[src/rtl/code_lock_ctrl_if.sv]
// Signal bundle between the switch-entry stage, the lock controller and the
// display/LED stage. The entry stage and display side act as master; the
// lock controller is the slave.
interface code_lock_ctrl_if;
  // Entry side: four BCD digits (digit k at [4k+3:4k], 4'hF = empty),
  // number of digits typed so far, debounced confirm level, admin switch.
  logic [15:0] SEQUENCE;
  logic [2:0]  SEQUENCE_BIT;
  logic        CONFIRM;
  logic        ADMIN_MODE;

  // Controller side: lock/alarm levels, single-cycle event pulses and status.
  logic        UNLOCK;
  logic        ALARM;
  logic        ERR_FLAG;
  logic        CODE_SET_DONE;
  logic        SEQ_CLR;
  logic [2:0]  FAIL_CNT;
  logic [2:0]  STATE;

  modport master (
    output SEQUENCE, SEQUENCE_BIT, CONFIRM, ADMIN_MODE,
    input  UNLOCK, ALARM, ERR_FLAG, CODE_SET_DONE, SEQ_CLR, FAIL_CNT, STATE
  );

  modport slave (
    input  SEQUENCE, SEQUENCE_BIT, CONFIRM, ADMIN_MODE,
    output UNLOCK, ALARM, ERR_FLAG, CODE_SET_DONE, SEQ_CLR, FAIL_CNT, STATE
  );
endinterface

[src/rtl/code_lock_ctrl.sv]
// Code lock controller: checks a confirmed 4-digit entry against the stored
// user code (or the admin key in admin mode), drives unlock / lockout / alarm,
// and lets a new user code be programmed after a successful admin login.
// All event outputs are registered, so every pulse appears one cycle after
// the decision that caused it.
module code_lock_ctrl #(
  parameter logic [15:0] DEFAULT_CODE = 16'h1234,
  parameter logic [15:0] ADMIN_KEY    = 16'h9876,
  parameter int unsigned MAX_FAIL     = 3,
  parameter logic [31:0] OPEN_CYCLES  = 32'd50_000_000,
  parameter logic [31:0] LOCK_CYCLES  = 32'd500_000_000
) (
  input  logic                   CLK,
  input  logic                   RESET,
  code_lock_ctrl_if.slave        bus
);

  typedef enum logic [2:0] {
    ST_IDLE    = 3'd0,
    ST_CHECK   = 3'd1,
    ST_OPEN    = 3'd2,
    ST_FAIL    = 3'd3,
    ST_LOCKOUT = 3'd4,
    ST_SET_NEW = 3'd5
  } state_e;

  localparam logic [2:0]  MaxFail  = 3'(MAX_FAIL);
  localparam logic [31:0] OpenLast = OPEN_CYCLES - 32'd1;
  localparam logic [31:0] LockLast = LOCK_CYCLES - 32'd1;

  // A usable entry has all four digits typed and each digit is decimal.
  function automatic logic entry_is_valid(input logic [15:0] seq,
                                          input logic [2:0]  cnt);
    logic ok;
    ok = (cnt == 3'd4);
    for (int d = 0; d < 4; d++) begin
      if (seq[4*d +: 4] > 4'd9) ok = 1'b0;
    end
    return ok;
  endfunction

  state_e      state_q, state_d;
  logic [15:0] code_q, code_d;
  logic [15:0] entry_q, entry_d;
  logic        admin_q, admin_d;
  logic [31:0] timer_q, timer_d;
  logic [2:0]  fail_cnt_q, fail_cnt_d;
  logic        confirm_q;

  logic        unlock_q, unlock_d;
  logic        alarm_q, alarm_d;
  logic        err_q, err_d;
  logic        done_q, done_d;
  logic        seq_clr_q, seq_clr_d;

  logic        conf_edge;
  logic        entry_ok;
  logic        open_expired;
  logic        lock_expired;
  logic [2:0]  fail_cnt_inc;

  // One edge per press; holding the button produces nothing further.
  assign conf_edge    = bus.CONFIRM & ~confirm_q;
  assign entry_ok     = entry_is_valid(bus.SEQUENCE, bus.SEQUENCE_BIT);
  assign open_expired = (timer_q == OpenLast);
  assign lock_expired = (timer_q == LockLast);
  assign fail_cnt_inc = (fail_cnt_q == 3'd7) ? 3'd7 : fail_cnt_q + 3'd1;

  // State register together with the datapath registers it governs.
  always_ff @(posedge CLK) begin
    // NOTE: sequential state uses non-blocking assignments so every register
    // samples the pre-edge values, independent of statement order.
    if (RESET) begin
      state_q    <= ST_IDLE;
      code_q     <= DEFAULT_CODE;
      entry_q    <= '0;
      admin_q    <= 1'b0;
      timer_q    <= '0;
      fail_cnt_q <= '0;
      confirm_q  <= 1'b0;
    end else begin
      state_q    <= state_d;
      code_q     <= code_d;
      entry_q    <= entry_d;
      admin_q    <= admin_d;
      timer_q    <= timer_d;
      fail_cnt_q <= fail_cnt_d;
      confirm_q  <= bus.CONFIRM;
    end
  end

  // Next-state and datapath update decisions.
  always_comb begin
    // NOTE: every variable gets a default before the case so no path leaves
    // it unassigned, which would otherwise infer a latch.
    state_d    = state_q;
    code_d     = code_q;
    entry_d    = entry_q;
    admin_d    = admin_q;
    fail_cnt_d = fail_cnt_q;

    unique case (state_q)
      ST_IDLE: begin
        // Invalid entries are rejected here without touching the fail count.
        if (conf_edge && entry_ok) begin
          state_d = ST_CHECK;
          entry_d = bus.SEQUENCE;
          admin_d = bus.ADMIN_MODE;
        end
      end
      ST_CHECK: begin
        if (admin_q && (entry_q == ADMIN_KEY)) begin
          state_d = ST_SET_NEW;
        end else if (!admin_q && (entry_q == code_q)) begin
          state_d    = ST_OPEN;
          fail_cnt_d = 3'd0;
        end else begin
          fail_cnt_d = fail_cnt_inc;
          state_d    = (fail_cnt_inc >= MaxFail) ? ST_LOCKOUT : ST_FAIL;
        end
      end
      ST_OPEN: begin
        // A press re-locks early; coinciding with expiry it is simply absorbed.
        if (conf_edge || open_expired) state_d = ST_IDLE;
      end
      ST_FAIL: begin
        state_d = ST_IDLE;
      end
      ST_LOCKOUT: begin
        // Presses are ignored for the whole lockout window.
        if (lock_expired) begin
          state_d    = ST_IDLE;
          fail_cnt_d = 3'd0;
        end
      end
      ST_SET_NEW: begin
        // Dropping the admin switch wins over any press in the same cycle.
        if (!bus.ADMIN_MODE) begin
          state_d = ST_IDLE;
        end else if (conf_edge && entry_ok) begin
          code_d  = bus.SEQUENCE;
          state_d = ST_IDLE;
        end
      end
      default: begin
        state_d = ST_IDLE;
      end
    endcase

    // The timer restarts on every state change and only runs in timed states.
    timer_d = '0;
    if ((state_d == state_q) && ((state_q == ST_OPEN) || (state_q == ST_LOCKOUT))) begin
      timer_d = timer_q + 32'd1;
    end
  end

  // Output decode: levels from the next state, pulses from the decision taken.
  always_comb begin
    unlock_d  = (state_d == ST_OPEN);
    alarm_d   = (state_d == ST_LOCKOUT);
    err_d     = 1'b0;
    done_d    = 1'b0;
    seq_clr_d = 1'b0;

    unique case (state_q)
      ST_IDLE: begin
        if (conf_edge && !entry_ok) begin
          err_d     = 1'b1;
          seq_clr_d = 1'b1;
        end
      end
      ST_CHECK: begin
        // Every mismatch flags an error, whether it leads to FAIL or LOCKOUT;
        // on the FAIL path the pulse lands exactly in the FAIL cycle.
        seq_clr_d = 1'b1;
        err_d     = (state_d == ST_FAIL) || (state_d == ST_LOCKOUT);
      end
      ST_SET_NEW: begin
        if (bus.ADMIN_MODE && conf_edge) begin
          seq_clr_d = 1'b1;
          done_d    = entry_ok;
          err_d     = !entry_ok;
        end
      end
      default: begin
      end
    endcase
  end

  // Output registers keep UNLOCK/ALARM and the event pulses glitch-free.
  always_ff @(posedge CLK) begin
    if (RESET) begin
      unlock_q  <= 1'b0;
      alarm_q   <= 1'b0;
      err_q     <= 1'b0;
      done_q    <= 1'b0;
      seq_clr_q <= 1'b0;
    end else begin
      unlock_q  <= unlock_d;
      alarm_q   <= alarm_d;
      err_q     <= err_d;
      done_q    <= done_d;
      seq_clr_q <= seq_clr_d;
    end
  end

  assign bus.UNLOCK        = unlock_q;
  assign bus.ALARM         = alarm_q;
  assign bus.ERR_FLAG      = err_q;
  assign bus.CODE_SET_DONE = done_q;
  assign bus.SEQ_CLR       = seq_clr_q;
  assign bus.FAIL_CNT      = fail_cnt_q;
  assign bus.STATE         = state_q;

endmodule

[src/flat_wrapper.sv]
// flat-port wrapper written by rule: the top's interface ports become plain ports
module code_lock_ctrl_flat 
#(
  parameter logic [15:0] DEFAULT_CODE = 16'h1234,
  parameter logic [15:0] ADMIN_KEY    = 16'h9876,
  parameter int unsigned MAX_FAIL     = 3,
  parameter logic [31:0] OPEN_CYCLES  = 32'd50_000_000,
  parameter logic [31:0] LOCK_CYCLES  = 32'd500_000_000
)
  (CLK, RESET, bus_SEQUENCE, bus_SEQUENCE_BIT, bus_CONFIRM, bus_ADMIN_MODE, bus_UNLOCK, bus_ALARM, bus_ERR_FLAG, bus_CODE_SET_DONE, bus_SEQ_CLR, bus_FAIL_CNT, bus_STATE);
  code_lock_ctrl_if bus_i ();
  input  logic CLK;
  input  logic RESET;
  input wire logic [$bits(bus_i.SEQUENCE)-1:0] bus_SEQUENCE;
  input wire logic [$bits(bus_i.SEQUENCE_BIT)-1:0] bus_SEQUENCE_BIT;
  input wire logic [$bits(bus_i.CONFIRM)-1:0] bus_CONFIRM;
  input wire logic [$bits(bus_i.ADMIN_MODE)-1:0] bus_ADMIN_MODE;
  output wire logic [$bits(bus_i.UNLOCK)-1:0] bus_UNLOCK;
  output wire logic [$bits(bus_i.ALARM)-1:0] bus_ALARM;
  output wire logic [$bits(bus_i.ERR_FLAG)-1:0] bus_ERR_FLAG;
  output wire logic [$bits(bus_i.CODE_SET_DONE)-1:0] bus_CODE_SET_DONE;
  output wire logic [$bits(bus_i.SEQ_CLR)-1:0] bus_SEQ_CLR;
  output wire logic [$bits(bus_i.FAIL_CNT)-1:0] bus_FAIL_CNT;
  output wire logic [$bits(bus_i.STATE)-1:0] bus_STATE;
  assign bus_i.SEQUENCE = bus_SEQUENCE;
  assign bus_i.SEQUENCE_BIT = bus_SEQUENCE_BIT;
  assign bus_i.CONFIRM = bus_CONFIRM;
  assign bus_i.ADMIN_MODE = bus_ADMIN_MODE;
  assign bus_UNLOCK = bus_i.UNLOCK;
  assign bus_ALARM = bus_i.ALARM;
  assign bus_ERR_FLAG = bus_i.ERR_FLAG;
  assign bus_CODE_SET_DONE = bus_i.CODE_SET_DONE;
  assign bus_SEQ_CLR = bus_i.SEQ_CLR;
  assign bus_FAIL_CNT = bus_i.FAIL_CNT;
  assign bus_STATE = bus_i.STATE;
  code_lock_ctrl #(.DEFAULT_CODE(DEFAULT_CODE), .ADMIN_KEY(ADMIN_KEY), .MAX_FAIL(MAX_FAIL), .OPEN_CYCLES(OPEN_CYCLES), .LOCK_CYCLES(LOCK_CYCLES)) u_core (.CLK(CLK), .RESET(RESET), .bus(bus_i));
endmodule
[config.mk]
export PLATFORM = sky130hd
export DESIGN_NAME = code_lock_ctrl_flat
export DESIGN_NICKNAME = d
export VERILOG_FILES = /design/src/rtl/code_lock_ctrl_if.sv /design/src/rtl/code_lock_ctrl.sv /design/src/flat_wrapper.sv
export SDC_FILE = /design/constraint.sdc
export NUM_CORES = 1
export LEC_CHECK = 0
export BUFFER_PORTS_ARGS = -buffer_cell sky130_fd_sc_hd__buf_4
export CELL_PAD_IN_SITES_DETAIL_PLACEMENT = 1
export CELL_PAD_IN_SITES_GLOBAL_PLACEMENT = 1
export CORE_ASPECT_RATIO = 1.1
export CORE_MARGIN = 2
export CORE_UTILIZATION = 25
export DETAILED_ROUTE_END_ITERATION = 10
export GPL_ROUTABILITY_DRIVEN = 0
export GPL_TIMING_DRIVEN = 0
export PLACE_DENSITY = 0.55
export SLEW_MARGIN = 20
export SYNTH_ARGS = -nofsm -noshare
export SYNTH_HDL_FRONTEND = slang
export SYNTH_SLANG_ARGS = --single-unit
export TNS_END_PERCENT = 10
[constraint.sdc]
create_clock -name CLK -period 2.5 [get_ports CLK]
set_input_delay 0.25 -clock CLK [delete_from_list [all_inputs] [get_ports CLK]]
set_output_delay 0.25 -clock CLK [all_outputs]
set_load 0.02 [all_outputs]
* Yosys cells after proc, flatten, opt, wreduce, memory -nomap -nowiden
Cells that the tools add are included.
** Operators by class
- $add $sub $neg :: 2
- Magnitude comparators :: 5
- Equal/unequal tests :: 16
- Muxes and demuxes :: 23
- Bitwise operators :: 5
- Reduce and logical (&&, ||, !) cells :: 18
** Operator list (count)
- $mux 3 :: 12
- $add 32x1->32 const B :: 1
- $eq 32x26->1 const B :: 1
- $eq 32x29->1 const B :: 1
- $eq 16x16->1 :: 1
- $eq 16x16->1 const B :: 1
- $gt 4x4->1 const B :: 4
- $eq 3x3->1 const B :: 5
- $pmux 3 s5 :: 1
- $eq 3x2->1 const B :: 3
- $mux 1 :: 7
- $logic_and 1x1->1 :: 6
- $pmux 1 s3 :: 2
- $pmux 3 s2 :: 1
- $reduce_and 3->1 :: 2
- $not 1->1 :: 4
- $add 3x1->3 const B :: 1
- $eq 3x1->1 const B :: 1
- $eq 3x3->1 :: 1
- $ge 3x2->1 const B :: 1
- $logic_not 3->1 :: 1
- $logic_or 1x1->1 :: 3
- $reduce_or 3->1 :: 1
- $logic_not 1->1 :: 2
- other kinds (6) :: 6
** Storage, ports and cells
- Flip-flop bits (word level) :: 77
- Bits of input ports :: 23
- Word-level logic and storage cells :: 81

* Longest topological paths before layout
Gate-level depths: netlist of the first run.
- Depth in word-level cells :: 13
- Depth in mapped cells :: 9
- Mapped depth without buffers :: 7

* Worst setup path after synthesis of the first run
Ideal clock, no wire load.
- Path kind :: flip-flop to flip-flop
- Start point :: reg u_core.timer_q[0]
- End point :: reg u_core.fail_cnt_q[1], in the netlist u_core.bus.FAIL_CNT[1]
- Setup time :: 88 ps
- Arrival :: 1846 ps
- Required time :: 2412 ps
- Setup slack :: 566 ps
- Stages on the path, launching flop included :: 8
- Path buffers :: 0
- Clock period less this slack :: 1934 ps
- Path through :: dfxtp_1 > ha_1 > and3_1 > nand3_1 > or4_4 > o21ai_4 > nand2_2 > o32ai_2
** On the way
- Word-level cells in the longest chain between the ends :: 3
** Ends and longest elaborated chain
- start, declared :: line code_lock_ctrl.sv:46 : logic [31:0] timer_q, timer_d;
- start signal, assigned :: line code_lock_ctrl.sv:86 : timer_q <= timer_d;
- $eq 32x29->1 :: line code_lock_ctrl.sv:66 : assign lock_expired = (timer_q == LockLast);
- $ne 2x1->1 (no line)
- $reduce_and 3->1 (no line)
- end signal, assigned :: line code_lock_ctrl.sv:87 : fail_cnt_q <= fail_cnt_d;
- end, declared :: line code_lock_ctrl.sv:47 : logic [2:0] fail_cnt_q, fail_cnt_d;
No other way between the ends.
A chain may end at the register's enable or synchronous reset.

* Worst setup path in the final report of the first run
- Start point :: reg u_core.code_q[4]
- End point :: reg u_core.timer_q[25]
** On the way
- Word-level cells in the longest chain between the ends :: 9
** Ends and longest elaborated chain
- start, declared :: line code_lock_ctrl.sv:43 : logic [15:0] code_q, code_d;
- start signal, assigned :: line code_lock_ctrl.sv:83 : code_q <= code_d;
- $eq 16x16->1 :: line code_lock_ctrl.sv:114 : end else if (!admin_q && (entry_q == code_q)) begin
- $logic_and 1x1->1 :: line code_lock_ctrl.sv:114
- $mux 3 :: line code_lock_ctrl.sv:114
- $mux 3 :: line code_lock_ctrl.sv:112 : if (admin_q && (entry_q == ADMIN_KEY)) begin
- $pmux 3 s5 :: line code_lock_ctrl.sv:102 : unique case (state_q)
- $eq 3x3->1 :: line code_lock_ctrl.sv:152 : if ((state_d == state_q) && ((state_q == ST_OPEN) || (state_q == ST_LOCKOUT))) begin
- $logic_and 1x1->1 :: line code_lock_ctrl.sv:152
- $not 1->1 (no line)
- $reduce_or 2->1 (no line)
No other way between the ends.

==> results.cfg, run 1 <==
[synthesis]
syn_inst = 419
synth.distinct_cells = 47
syn_nets = 444
async_reset_ff_share_pct = 0
synth.most_common_cell = dfxtp_1
syn-mean-instance-area_um2 = 8.34
synth_edf_count = 0
synth.ff_latch_count = 77
synth_area_mm2 = 0.00349
ys_top_cells_by_area = dfxtp_1, xor2_1, nand2_1
synth_top_area_share_pct = 44.1
ys_top_cells_by_count = dfxtp_1, nand2_1, nor2_1
synthFlopType = dfxtp_1
synth_top_area_cell = dfxtp_1
yosysWarnings = 0
ys_seq_area_share_pct = 44.1

[pwr]
leakage_nw = 1.55
p_clk_share_pct = 54.5
vdd_drop_max_mv = 0.299
sequentialPowerShare_pct = 42.6
internal_power_mw = 2.33
power.switching_mw = 0.571
combPwrFrac_pct = 2.9
p_per_area_mw_per_mm2 = 665
p_sw_share_pct = 19.7

[critical_path]
start_kind = flip-flop
r2r_start = u_core.code_q[4]
end_kind = flip-flop
criticalPathCategory = reg2reg
crit_fanout = 10
crit_start = u_core.code_q[4]
arrival_ns = 2.55
crit_required_ns = 2.79

[cells_and_area]
final_core_util_pct = 31.7
multi_input_area_mm2 = 0.00186
diodes = 0
area_growth_pct = 24.7
drive_above_1_share_pct = 13.9
fin_nets = 489
regArea_mm2 = 0.00154
fillers = 1690

[status]
status = complete, no violations

[sta]
finalCriticalPeriod_ns = 2.26
fin_ws_ns = 0.240
finalClockSkew_ns = 0.00923
setup_viol = 0
worst_pin_slew_ns = 0.557
relSlewSlack_pct = 62.6
slew_violations = 0
hold_viol = 0
grt_setup_unrepaired = false
tns_ns = 0
max_freq_mhz = 443
fin_crit_sh_pct = 90.4
hold_slack_ns = 0.138

[routing]
postRouteAntennaNets = 0
routed_via_density = 4.64
drt_wl_total_um = 9870
drtPass1Iterations = 4
num_vias = 3049
drt_iter0_markers = 126
post-route-drc-count = 0
wl_per_cell_um = 15.0

[floorplanning]
io_pins = 34
core_area_mm2 = 0.0137
die_area_mm2 = 0.0149
num_rows = 45
initial_core_util_pct = 25.4
die_width_um = 117
dieHeight_um = 128

[clocking]
h-tree-depth = 3
cts_tree = built
cts_buffer_depth = 2
ctsHoldBuffers = 0
cts_root_buf = clkbuf_16
clock_latency_ns = 0.34
cts_buffers = 9
path_clk_slew_ns = 0.06
cts_sinks = 77

[hold_path]
hold_class = in2reg
hp-start = bus_SEQUENCE[9]

[placed_design]
place_ws_ns = 0.104
portBuffers = 33
dp_hpwl_um = 7440

[global_routing]
grt_usage_pct = 14.2
antenna_found_initial = 0
grt_pass1_vias = 3205
grt_max_degree = 13
grt_pass1_wl_um = 16300
gr-total-overflow = 0

[run]
maxCapViolCount = 0
layout make-up:
type                            instances  area share [%]
Timing Repair Buffer                   34            5.86
Buffer                                 19            1.92
Tap cell                              188            5.40
Clock inverter                          3            2.07
Inverter                                5           0.431
Clock buffer                           13            6.20
Multi-Input combinational cell        318            42.8
Sequential cell                        77            35.4
flip-flops by register name, summed over array words and instances, names as in the netlist:
name,cells
u_core.timer_q,32
u_core.bus.FAIL_CNT,3
u_core.admin_q,1
u_core.bus.ALARM,1
u_core.bus.UNLOCK,1
u_core.bus.ERR_FLAG,1
u_core.bus.SEQ_CLR,1
u_core.code_q,16
u_core.entry_q,16
u_core.confirm_q,1
u_core.bus.STATE,3
u_core.bus.CODE_SET_DONE,1
per-layer routing:
metal	part of all wire, %	wire length [um]	up-vias	global-route usage, %
met3	2.8	276	19	2.65
met4	2.6	256	0	6.85
met2	50	4980	37	25.1
met5	0	0	-	0
met1	44	4360	1465	16.4
li1	-	-	1528	-
stage by stage:
| stage | std cells | area [um2] | power (mW) |
|---|---|---|---|
| floorplan | 419 | 3490 | 1.29 |
| global placement | 640 | 3980 | 1.35 |
| detailed placement | 640 | 3980 | 1.35 |
| CTS | 656 | 4340 | 2.94 |
| global route | 657 | 4360 | 2.99 |
| finish | 657 | 4360 | 2.90 |
power groups by stage:
stage | clock, mW | sequential, mW | combinational [mW]
after floorplan | 0 | 1.26 | 0.0284
after global placement | 0 | 1.26 | 0.0857
after detailed placement | 0 | 1.26 | 0.0860
after CTS | 1.62 | 1.23 | 0.0863
after global routing | 1.67 | 1.23 | 0.0926
final | 1.58 | 1.23 | 0.0844
layout by cell type, fill, tap and decap left out, types with 4 or more instances in the layout:
cell type / n
nor4_1: 4
and4_1: 6
nand3_1: 20
buf_4: 36
a21oi_1: 35
nand4_1: 9
dfxtp_1: 77
o21ai_0: 7
nor3_1: 9
nand2_1: 75
clkbuf_1: 16
xnor2_1: 11
clkbuf_16: 9
and3_1: 9
mux2i_1: 5
inv_1: 4
xor2_1: 35
nor2_1: 48
cells by family (layout without fill, tap and decap cells):
logic type      after synthesis  count (layout)  share of synthesized area, %
flops                        77              77                          44.1
compound gates               57              57                          10.1
simple gates                208             208                          29.3
fa+ha+maj                     2               2                         0.716
mux                           5               5                          1.43
xor+xnor                     46              46                          11.5
buf+inv                      24              74                          2.72
final timing paths:
path / endpoint / slack, ns / cells after the start
worst max register to register: u_core.timer_q[25] / 0.24 / 7
worst min register to register: u_core.code_q[0] / 0.47 / 2
worst max-delay path: u_core.timer_q[25] / 0.24 / 7
worst min-delay path: u_core.code_q[9] / 0.14 / 3
worst max-delay path, cell delays in order, from the launching register on:
cell and delay [ns]:
dfxtp_1 0.32, xor2_1 0.18, nor4_1 0.39, nand4_1 0.19
o31ai_1 0.45, o2111ai_2 0.29, clkbuf_4 0.27, nor2_1 0.11
timing repair:
item | 4_1_cts | 5_1_grt
endpoints found under the setup margin | 0 | 30
hold endpoints to repair | 0 | 0
buffers inserted | 0 | 1
resized for setup | 0 | 6
No activity file was read; power rests on OpenSTA's default activity.
==> run 2, diff against run 1 <==
RECOVER_POWER = 100   (was not set)
==> results.cfg, run 2 (synthesized netlist as in run 1, its figures left out) <==
[global_routing]
grt_max_degree = 13
grt_pass1_vias = 3205
grt_pass1_wl_um = 16300
grt_usage_pct = 14.2
gr-total-overflow = 0
antenna_found_initial = 0

[floorplanning]
dieHeight_um = 128
num_rows = 45
io_pins = 34
initial_core_util_pct = 25.4
die_area_mm2 = 0.0149
core_area_mm2 = 0.0137
die_width_um = 117

[clocking]
cts_buffer_depth = 2
h-tree-depth = 3
cts_sinks = 77
cts_root_buf = clkbuf_16
cts_buffers = 9
path_clk_slew_ns = 0.06
cts_tree = built
clock_latency_ns = 0.35

[pwr]
p_clk_share_pct = 54.6
power.switching_mw = 0.572
vdd_drop_max_mv = 0.299
p_per_area_mw_per_mm2 = 673
leakage_nw = 1.49
combPwrFrac_pct = 2.8
sequentialPowerShare_pct = 42.6
internal_power_mw = 2.32
p_sw_share_pct = 19.8

[sta]
hold_slack_ns = 0.139
max_freq_mhz = 442
slew_violations = 0
worst_pin_slew_ns = 0.561
grt_setup_unrepaired = false
setup_viol = 0
relSlewSlack_pct = 62.3
fin_crit_sh_pct = 90.6
finalClockSkew_ns = 0.0101
tns_ns = 0
fin_ws_ns = 0.235
finalCriticalPeriod_ns = 2.26
hold_viol = 0

[routing]
postRouteAntennaNets = 0
drtPass1Iterations = 4
drt_wl_total_um = 9840
routed_via_density = 4.64
num_vias = 3050
post-route-drc-count = 0
drt_iter0_markers = 117
wl_per_cell_um = 15.0

[critical_path]
crit_required_ns = 2.74
start_kind = flip-flop
crit_fanout = 5
end_kind = flip-flop
criticalPathCategory = reg2reg
reg2reg_slack_ns = 0.24
arrival_ns = 2.51

[cells_and_area]
max_flop_register = u_core.timer_q
layout_commonest_cell = dfxtp_1
largestRegisters = u_core.timer_q: 32 flops, u_core.code_q: 16 flops, u_core.entry_q: 16 flops
fin_nets = 489
mostFrequentLayoutCells = dfxtp_1, nand2_1, nor2_1
area_growth_pct = 23.0
diodes = 0
largest_reg_flops = 32
drive_above_1_share_pct = 10.9

[placed_design]
dp_hpwl_um = 7440
portBuffers = 33
place_ws_ns = 0.104

[status]
status = complete, no violations

[hold_path]
hold_class = in2reg

[run]
maxCapViolCount = 0
run 2: cell count changes in the layout (fill, tap and decap cells not counted), sizes merged:
cell,delta
buf,-14
clkbuf,+14
run 2: worst max-delay path: stages (launching register included):
cell,delay [ns]
dfxtp_1,0.40
ha_1,0.20
and3_1,0.25
nand3_1,0.18
or4_1,0.54
o21ai_2,0.26
nand2_2,0.10
o32ai_1,0.23
run 2: power by group through the flow:
stage	Combinational [mW]	Clock [mW]	Sequential, mW
after floorplan	0.0284	0	1.26
after global placement	0.0857	0	1.26
after detailed placement	0.0860	0	1.26
after CTS	0.0863	1.62	1.23
after global routing	0.0891	1.67	1.23
final	0.0809	1.58	1.23
run 2: layer usage:
metal  track usage [%]  wire length (um)  up-vias
met3              2.65               264       17
li1                  -                 -     1529
met1              16.4              4300     1472
met5                 0                 0        -
met4              6.85               250        0
met2              25.1              5020       32
run 2: stage by stage:
stage | util (%) | area (um2) | instances | power, mW
CTS | 31.6 | 4340 | 656 | 2.94
global route | 31.3 | 4300 | 657 | 2.99
detailed placement | 28.9 | 3980 | 640 | 1.35
finish | 31.3 | 4300 | 657 | 2.89
floorplan | - | 3490 | 419 | 1.29
global placement | 28.9 | 3980 | 640 | 1.35
run 2: layout make-up:
cell class | instances | area (um2)
fill | 1698 | 9440
multi-input combinational | 318 | 1850
sequential | 77 | 1540
clock buffer | 13 | 270
tap | 188 | 235
timing repair buffer | 34 | 206
clock inverter | 3 | 90.1
buffer | 19 | 83.8
inverter | 5 | 18.8
run 2: path summary, 6_finish.rpt:
kind | startpoint | end | cells after the start
setup reg to reg | u_core.timer_q[0] | u_core.bus.FAIL_CNT[0] | 7
hold reg to reg | u_core.code_q[0] | u_core.code_q[0] | 2
setup / recovery | u_core.timer_q[0] | u_core.bus.FAIL_CNT[0] | 7
hold / removal | bus_SEQUENCE[5] | u_core.code_q[5] | 3
run 2: repair_timing:
action / 4_1_cts / 5_1_grt
buffers inserted: 0 / 1
endpoints found under the setup margin: 0 / 30
resized for setup: 0 / 6
hold buffers: 0 / 0
==> run 3, diff against run 2 <==
ABC_CLOCK_PERIOD_IN_PS = 2500   (was not set)
CELL_PAD_IN_SITES_DETAIL_PLACEMENT = not set   (was 1)
CELL_PAD_IN_SITES_GLOBAL_PLACEMENT = not set   (was 1)
PLACE_DENSITY = 0.45   (was 0.55)
==> results.cfg, run 3 (synthesized netlist as in run 1, its figures left out) <==
[clocking]
cts_buffer_depth = 2
cts_tree = built
clock_latency_ns = 0.34
path_clk_slew_ns = 0.06
cts_sinks = 77
cts_root_buf = clkbuf_16
ctsHoldBuffers = 0
cts_buffers = 9
h-tree-depth = 3

[placed_design]
place_ws_ns = 0.108
dp_hpwl_um = 6890
postPlaceCellArea_mm2 = 0.00398
portBuffers = 33

[floorplanning]
die_width_um = 117
die_area_mm2 = 0.0149
core_area_mm2 = 0.0137
io_pins = 34
num_rows = 45
dieHeight_um = 128
initial_core_util_pct = 25.4

[sta]
relSlewSlack_pct = 60.4
slew_violations = 0
max_freq_mhz = 435
hold_viol = 0
fin_crit_sh_pct = 92.0
grt_setup_unrepaired = false
finalCriticalPeriod_ns = 2.30
worst_pin_slew_ns = 0.589
fin_ws_ns = 0.201
finalClockSkew_ns = 0.00569
setup_viol = 0
tns_ns = 0

[cells_and_area]
fin_area_mm2 = 0.00423
mostFrequentLayoutCells = dfxtp_1, nand2_1, nor2_1
area_growth_pct = 21.2
diodes = 0
largestRegisters = u_core.timer_q: 32 flops, u_core.code_q: 16 flops, u_core.entry_q: 16 flops
max_flop_register = u_core.timer_q
fin_nets = 489
largest_reg_flops = 32
multi_input_area_mm2 = 0.00185
fillers = 1514
layout_commonest_cell = dfxtp_1
regArea_mm2 = 0.00154
final_core_util_pct = 30.8
drive_above_1_share_pct = 10.4

[status]
status = complete, no violations

[global_routing]
grt_max_degree = 13
grt_pass1_wl_um = 14800
antenna_found_initial = 0
gr-total-overflow = 0
grt_usage_pct = 13.0
grt_pass1_vias = 2946

[critical_path]
crit_required_ns = 2.72
end_kind = flip-flop
crit_slowest_cell = dfxtp_1
path_cells = ha_1 -> and3_1 -> nand3_1 -> nor4_2 -> a211oi_1 -> o2111ai_2 -> buf_2 -> nor2_1
arrival_ns = 2.52
criticalPathCategory = reg2reg
start_kind = flip-flop
cp_top_family = simple AND/OR/NAND/NOR gates
critPathBufInv = 1
crit_fanout = 10
slowest_delay_ns = 0.39

[routing]
routed_via_density = 4.56
drt_wl_total_um = 9190
wl_per_cell_um = 14.0
post-route-drc-count = 0
num_vias = 2993
drtPass1Iterations = 5
postRouteAntennaNets = 0
drt_iter0_markers = 127

[pwr]
leakage_nw = 1.46
p_per_area_mw_per_mm2 = 622
finalPower_mw = 2.63
vdd_drop_max_mv = 0.316

[hold_path]
hold_class = in2reg

[run]
maxCapViolCount = 0
## run 3: worst register-to-register path, delay by kind of cell, from the launching register on
kind | cells | cell delay (ns)
buf+inv | 1 | 0.30
simple gates | 4 | 0.81
fa+ha+maj | 1 | 0.21
flops | 1 | 0.39
compound gates | 2 | 0.49
## run 3: layer usage
layer | up-vias | GRT usage (%) | routed length, um
met5 | - | 0 | 0
met4 | 0 | 5.12 | 135
met3 | 12 | 3.55 | 443
met2 | 54 | 23.4 | 4720
met1 | 1395 | 14.4 | 3890
li1 | 1532 | - | -
## run 3: through the flow
stage,hold slack (ns),std cells
after floorplan,0.375,419
after global placement,0.452,640
after detailed placement,0.462,640
after CTS,0.123,656
after global routing,0.142,657
final,0.132,657
## run 3: report_power, final
part	internal, mW	switching, mW
registers	1.23	0.00266
logic	0.0331	0.0466
clock network	0.828	0.492
## run 3: what timing repair did
item / 4_1_cts / 5_1_grt
setup buffers: 0 / 1
endpoints found under the setup margin: 0 / 30
resized for setup: 0 / 1
## run 3: final timing paths
kind | slack (ns) | from | cells past startpoint | end
worst max-delay path | 0.20 | u_core.timer_q[0] | 8 | u_core.timer_q[31]
worst min-delay path | 0.13 | bus_SEQUENCE[12] | 3 | u_core.code_q[12]
worst max register to register | 0.20 | u_core.timer_q[0] | 8 | u_core.timer_q[31]
worst min register to register | 0.47 | u_core.code_q[13] | 2 | u_core.code_q[13]
## run 3: layout make-up
type                            count  area share [%]
Multi-Input combinational cell    318            43.7
Sequential cell                    77            36.4
Clock buffer                       13            6.15
Tap cell                          188            5.56
Timing Repair Buffer               34            4.88
Buffer                             19            1.80
Clock inverter                      3            1.03
Inverter                            5           0.443
